`config.mk`:
```
export PLATFORM = sky130hd
export DESIGN_NAME = fetch_sequencer_flat
export DESIGN_NICKNAME = d
export VERILOG_FILES = /design/src/rtl/fetch_sequencer_if.sv /design/src/rtl/fetch_sequencer.sv /design/src/flat_wrapper.sv
export SDC_FILE = /design/constraint.sdc
export NUM_CORES = 1
export LEC_CHECK = 0
export CORE_ASPECT_RATIO = 2
export CORE_MARGIN = 2
export CORE_UTILIZATION = 30
export DETAILED_ROUTE_END_ITERATION = 6
export REMOVE_ABC_BUFFERS = 1
export SETUP_SLACK_MARGIN = 0.5
export SLEW_MARGIN = 40
export SYNTH_ARGS = -nofsm -noshare
export SYNTH_HDL_FRONTEND = slang
export SYNTH_SLANG_ARGS = --single-unit
```
`constraint.sdc`:
```
create_clock -name Clk -period 2.45 [get_ports Clk]
set_input_delay 0.3675 -clock Clk [delete_from_list [all_inputs] [get_ports Clk]]
set_output_delay 0.3675 -clock Clk [all_outputs]
set_load 0.01 [all_outputs]
```
`src/rtl/fetch_sequencer_if.sv`:
```
// Fetch control bus between the program sequencer and its decoder/ROM side.
// The slave modport is the sequencer; the master modport drives launch and decode flags.
interface fetch_sequencer_if #(
  parameter int IW = 9
);
  logic          Start;
  logic          Halt;
  logic          BranchEn;
  logic          BranchRel;
  logic [IW-1:0] Target;
  logic [IW-1:0] InstAddress;
  logic          Busy;
  logic          Done;
  logic [15:0]   CycleCount;

  modport slave (
    input  Start, Halt, BranchEn, BranchRel, Target,
    output InstAddress, Busy, Done, CycleCount
  );

  modport master (
    output Start, Halt, BranchEn, BranchRel, Target,
    input  InstAddress, Busy, Done, CycleCount
  );
endinterface

```
`src/rtl/fetch_sequencer.sv`:
```
// Instruction fetch sequencer: IDLE/RUN/DONE program-counter control with branch and halt.
// Optional run-cycle counter enabled by macro FETCH_CYCLE_COUNT_EN (otherwise CycleCount is 0).
//
// state | meaning
// IDLE  | waiting for Start, fetch address parked at START_ADDR
// RUN   | fetching; address advances, branches or halts each cycle
// DONE  | program halted, address held at the halt instruction
module fetch_sequencer #(
  parameter int          IW         = 9,
  parameter logic [IW-1:0] START_ADDR = '0
) (
  input  logic            Clk,
  input  logic            Reset,
  fetch_sequencer_if.slave bus
);

  typedef enum logic [1:0] {
    S_IDLE = 2'd0,
    S_RUN  = 2'd1,
    S_DONE = 2'd2
  } state_t;

  state_t        r_state;
  state_t        w_next_state;
  logic [IW-1:0] r_addr;
  logic [IW-1:0] w_next_addr;

  always_ff @(posedge Clk) begin
    if (Reset) begin
      r_state <= S_IDLE;
      r_addr  <= START_ADDR;
    end else begin
      r_state <= w_next_state;
      r_addr  <= w_next_addr;
    end
  end

  // Address arithmetic wraps naturally at IW bits for both sequential and relative steps.
  always_comb begin
    w_next_state = r_state;
    w_next_addr  = r_addr;
    case (r_state)
      S_IDLE: begin
        w_next_addr = START_ADDR;
        if (bus.Start) w_next_state = S_RUN;
      end
      S_RUN: begin
        if (bus.Halt) begin
          w_next_state = S_DONE;
        end else if (bus.BranchEn && bus.BranchRel) begin
          w_next_addr = r_addr + bus.Target;
        end else if (bus.BranchEn) begin
          w_next_addr = bus.Target;
        end else begin
          w_next_addr = r_addr + IW'(1);
        end
      end
      S_DONE: begin
        if (bus.Start) begin
          w_next_state = S_RUN;
          w_next_addr  = START_ADDR;
        end
      end
      default: begin
        w_next_state = S_IDLE;
        w_next_addr  = START_ADDR;
      end
    endcase
  end

  assign bus.InstAddress = r_addr;
  assign bus.Busy        = (r_state == S_RUN);
  assign bus.Done        = (r_state == S_DONE);

`ifdef FETCH_CYCLE_COUNT_EN
  logic [15:0] r_cycle_count;
  logic        w_run_entry;
  logic        w_run_stay;

  assign w_run_entry = (r_state != S_RUN) && (w_next_state == S_RUN);
  assign w_run_stay  = (r_state == S_RUN) && (w_next_state == S_RUN);

  // Counts RUN cycles including the first; the halting cycle is already counted.
  always_ff @(posedge Clk) begin
    if (Reset) begin
      r_cycle_count <= 16'd0;
    end else if (w_run_entry) begin
      r_cycle_count <= 16'd1;
    end else if (w_run_stay && (r_cycle_count != 16'hFFFF)) begin
      r_cycle_count <= r_cycle_count + 16'd1;
    end
  end

  assign bus.CycleCount = r_cycle_count;
`else
  assign bus.CycleCount = 16'd0;
`endif

endmodule

```
`src/flat_wrapper.sv`:
```
// flat-port wrapper written by rule: the top's interface ports become plain ports
module fetch_sequencer_flat 
#(
  parameter int          IW         = 9,
  parameter logic [IW-1:0] START_ADDR = '0
)
  (Clk, Reset, bus_Start, bus_Halt, bus_BranchEn, bus_BranchRel, bus_Target, bus_InstAddress, bus_Busy, bus_Done, bus_CycleCount);
  fetch_sequencer_if #(.IW(IW)) bus_i ();
  input  logic Clk;
  input  logic Reset;
  input wire logic [$bits(bus_i.Start)-1:0] bus_Start;
  input wire logic [$bits(bus_i.Halt)-1:0] bus_Halt;
  input wire logic [$bits(bus_i.BranchEn)-1:0] bus_BranchEn;
  input wire logic [$bits(bus_i.BranchRel)-1:0] bus_BranchRel;
  input wire logic [$bits(bus_i.Target)-1:0] bus_Target;
  output wire logic [$bits(bus_i.InstAddress)-1:0] bus_InstAddress;
  output wire logic [$bits(bus_i.Busy)-1:0] bus_Busy;
  output wire logic [$bits(bus_i.Done)-1:0] bus_Done;
  output wire logic [$bits(bus_i.CycleCount)-1:0] bus_CycleCount;
  assign bus_i.Start = bus_Start;
  assign bus_i.Halt = bus_Halt;
  assign bus_i.BranchEn = bus_BranchEn;
  assign bus_i.BranchRel = bus_BranchRel;
  assign bus_i.Target = bus_Target;
  assign bus_InstAddress = bus_i.InstAddress;
  assign bus_Busy = bus_i.Busy;
  assign bus_Done = bus_i.Done;
  assign bus_CycleCount = bus_i.CycleCount;
  fetch_sequencer #(.IW(IW), .START_ADDR(START_ADDR)) u_core (.Clk(Clk), .Reset(Reset), .bus(bus_i));
endmodule
```
Word-level counts from Yosys, hierarchy flattened
Cells that the tools add are included.

storage, ports and cells
  logic and storage cells = 23
  input bits = 15
  flip-flop bits (word level) = 11
  output and inout port bits = 27

operators by class
  add/subtract/negate cells = 2
  equality and inequality tests = 6
  reductions and logical operators = 5
  muxes and demuxes = 8

operator list
  kind                 count
  $mux 9               4
  $pmux 9 s2           1
  $add 9x1->9 const B  1
  $add 9x9->9          1
  $ne 2x2->1 const B   3
  $mux 2               2
  $pmux 2 s2           1
  $reduce_and 2->1     2
  $eq 2x1->1 const B   1
  $eq 2x2->1 const B   1
  $logic_not 2->1      1
  $ne 2x1->1 const B   1
  $reduce_or 2->1      1
  $logic_and 1x1->1    1

Logic depth before layout (Yosys ltp)
  depth after elaboration = 5
  depth in mapped cells = 7
  gate-level depth less buffers = 7

Least setup slack after synthesis
Ideal clock, no wire load.

  kind = register to register
  start point = register u_core.r_addr[0] (netlist: u_core.bus.InstAddress[0])
  end point = register u_core.r_addr[8] (netlist: u_core.bus.InstAddress[8])
  data arrival time = 2.175 ns
  buffers on the path = 0
  stages on the path, launching flop included = 8
  setup time = 0.062 ns
  required time = 2.388 ns
  setup slack = 0.213 ns
  clock period less this slack = 2.237 ns
  cell sequence = dfxtp_1 ha_1 fa_1 a21o_1 a221oi_4 mux2i_1 or4b_1 nand3_1

between the ends
  longest elaborated chain between the ends = 5
  elaborated cells on any way between the ends = 6
  classes of those cells = 2 x add/sub; 4 x mux

ends and longest elaborated chain
  what                    line                   source
  from (decl)             fetch_sequencer.sv:25  logic [IW-1:0] r_addr;
  from (signal assigned)  fetch_sequencer.sv:34  r_addr <= w_next_addr;
  $add 9x1->9             fetch_sequencer.sv:55  w_next_addr = r_addr + IW'(1);
  $mux 9                  fetch_sequencer.sv:52  end else if (bus.BranchEn) begin
  $mux 9 *                fetch_sequencer.sv:50  end else if (bus.BranchEn && bus.BranchRel) begin
  $mux 9 *                fetch_sequencer.sv:48  if (bus.Halt) begin
  $pmux 9 s2 *            fetch_sequencer.sv:42  case (r_state)

Mark *: on every way between the ends. The rest lies on a longest branch, timed or not. The select of a mux whose other input is x is not followed.
A chain may end at the register's enable or synchronous reset.

Final worst setup path
Same ends and word-level chain as after synthesis.

==> flow_metrics.py <==
metrics = {
    "status": {
        "status": "complete, no violations",
    },
    "final_layout": {
        "antennaDiodeCount": 0,
        "syn2layout_area_growth_pct": 41.9,
        "final_nets": 229,
        "drive_gt1_share_pct": 22.7,
        "final_core_util_pct": 44.0,
    },
    "power": {
        "p_per_area_mw_per_mm2": 313,
        "vdd_drop_max_mv": 0.205,
        "p_leak_nw": 0.739,
        "power_uw": 558,
    },
    "detailed_routing": {
        "wl_mm": 3.69,
        "drtPass1Iterations": 4,
        "via_per_inst": 5.19,
        "via_count": 1324,
        "routedWlPerCell_microns": 14.5,
        "ant_nets": 0,
        "drt_iter0_markers": 17,
        "drc": 0,
    },
    "clock_network": {
        "clock_latency_ns": 0.25,
        "root_buffer": "clkbuf_8",
        "clock_path_buffers": 2,
        "numClockSinks": 11,
        "htree_levels": 1,
        "ctsHoldBuffers": 0,
        "numCtsBuffers": 3,
        "clk_pin_slew_ns": 0.06,
        "cts_tree": "done",
    },
    "logic_synthesis": {
        "synthAdderAreaFrac_pct": 10.6,
        "synth_top_family_by_area": "simple AND/OR/NAND/NOR gates",
        "synth-simple-area-share_pct": 29.1,
        "synth_flop_cell": "dfxtp_1",
        "async_flop_share_pct": 0,
        "synth_xor_area_share_pct": 2.09,
        "yosys.cell_types.count": 46,
        "syn_area_sq_mm": 0.00125,
        "synth_edf_count": 0,
        "yosysSeqAreaShare_pct": 17.5,
        "yosysWarnings": 0,
        "ys_seq_elements": 11,
        "synth_compound_area_share_pct": 23.5,
        "avgSynthCellArea_sq_um": 7.75,
        "muxShareOfSynthArea_pct": 4.89,
        "synth_cells": 162,
    },
    "critical_path": {
        "timing.rr.end": "u_core.bus.InstAddress[8]",
        "startpoint_type": "flip-flop",
        "crit_required_ns": 2.64,
        "cp_data_arrival_time_ns": 2.24,
        "cp_max_fo": 3,
        "rrSetupSlack_ns": 0.40,
        "r2r_cells": 7,
        "crit_path_end_kind": "flip-flop",
        "crit_type": "flip-flop to flip-flop",
        "r2r-start": "u_core.bus.InstAddress[0]",
    },
    "grt": {
        "grt_use_total_pct": 16.2,
        "grt_pass1_wl_mm": 5.77,
        "grt_max_degree": 14,
        "grt_overflow": 0,
        "grt_pass1_vias": 1237,
        "antenna_found_initial": 0,
    },
    "sta": {
        "hold_ws_ns": 0.468,
        "skew_ns": 0.00121,
        "hold_violations": 0,
        "finalSetupTns_ns": 0,
        "setup_viol": 0,
        "fmax_mhz": 488,
        "rsz0062_at_grt": "true",
        "fin_crit_sh_pct": 83.7,
        "slew_viol_final": 0,
        "fin_crit_ns": 2.05,
    },
    "placed_design": {
        "dpl.hpwl_mm": 2.95,
        "place.port_buffers": 25,
        "gp_congestion": 0.893,
    },
    "die": {
        "die_h_microns": 95.5,
        "initial_utilization_pct": 31.0,
        "row_count": 33,
        "dieArea_sq_mm": 0.00475,
        "core-area_sq_mm": 0.00405,
        "die_w_microns": 49.7,
        "pin_count": 42,
    },
    "min_path": {
        "min-delay-path-class": "input port to flip-flop",
        "hold_path_end": "u_core.r_state[0]",
        "min-delay-start": "Reset",
        "worstHoldPathCells": 2,
    },
    "flow_run": {
        "maxCapViolations": 0,
    },
}
power by group:
group | leakage [nW] | internal (mW) | switching (mW) | total (mW)
combinational | 0.621 | 0.0843 | 0.0846 | 0.169
sequential | 0.0917 | 0.185 | 0.00943 | 0.194
clock | 0.0255 | 0.113 | 0.0823 | 0.195
total | 0.739 | 0.382 | 0.176 | 0.558
per-stage QoR:
| step | instances | setup WS (ns) | area [sq um] |
|---|---|---|---|
| after detailed placement | 249 | -0.237 | 1600 |
| final | 255 | 0.401 | 1780 |
| after global routing | 255 | 0.284 | 1780 |
| after floorplan | 156 | 0.212 | 1170 |
| after CTS | 254 | 0.365 | 1740 |
| after global placement | 249 | -0.217 | 1600 |
worst max-delay path by stage:
stage,from,end
detailed placement,bus_Target[0],u_core.bus.InstAddress[8]
global placement,bus_Target[0],u_core.bus.InstAddress[8]
floorplan,u_core.bus.InstAddress[0],u_core.bus.InstAddress[8]
global route,u_core.bus.InstAddress[0],u_core.bus.InstAddress[8]
CTS,u_core.bus.InstAddress[0],u_core.bus.InstAddress[8]
finish,u_core.bus.InstAddress[0],u_core.bus.InstAddress[8]
worst max-delay path: stages, from the launching register on:
cell and delay (ns):
dfxtp_2 0.33, ha_4 0.16, fa_2 0.33, a21o_1 0.21, a221oi_4 0.29, mux2i_1 0.12
or4b_1 0.47, nand3_1 0.08
kinds of logic (layout without fill, tap and decap cells):
logic type | Yosys count | after routing
AOI/OAI and AO/OA | 44 | 44
xor gates and xnor gates | 3 | 3
adders and majority gates | 10 | 10
buffers and inverters | 23 | 49
DFF | 11 | 11
muxes | 6 | 6
other | 1 | 16
and+or+nand+nor | 64 | 64
flip-flops by register name, summed over array words and instances, names as in the netlist:
register,count
u_core.bus.InstAddress,9
u_core.r_state,2
final cells by class:
| class | count | area (sq um) |
|---|---|---|
| inverter | 2 | 7.51 |
| multi-input combinational | 143 | 1040 |
| fill | 436 | 2270 |
| clock inverter | 1 | 5.00 |
| sequential | 11 | 226 |
| timing repair buffer | 43 | 397 |
| tap | 52 | 65.1 |
| clock buffer | 3 | 41.3 |
repair_timing:
item / 4_1_cts / 5_1_grt
endpoints found under the hold margin: 0 / 0
setup buffers: 1 / 1
endpoints found under the setup margin: 6 / 6
resized for setup: 27 / 9
pin swaps: 7 / 7
synthesized netlist by cell type, types with 4 or more instances:
cell	number	area, sq um
a21oi_1	8	40.0
buf_4	17	128
dfxtp_1	11	220
ha_1	9	113
mux2i_1	5	50.1
nand2_1	12	45.0
nand2b_1	4	25.0
nand3_1	5	25.0
nor2_1	12	45.0
nor3_1	8	40.0
o21ai_0	18	90.1
cell usage in the layout (no fill, tap or decap), drive strengths merged, types with 3 or more instances in the layout:
cell type,count
buf,18
o21ai,18
clkdlybuf4s50,17
conb,16
nor2,12
nand2,12
dfxtp,11
ha,9
nor3,8
a21oi,8
mux2i,5
nand3,5
nand2b,4
dlymetal6s2s,4
xnor2,3
nand4,3
clkbuf,3
dlygate4sd2,3
a21o,3
and3,3
metal layers:
metal | global-route usage, % | share of wire (%) | vias to the layer above
li1 | - | - | 648
met1 | 15.9 | 36 | 629
met2 | 31.9 | 58 | 41
met3 | 2.19 | 4.0 | 6
met4 | 8.10 | 2.2 | 0
met5 | 0 | 0 | -
Power figures use the tool's default switching activity.
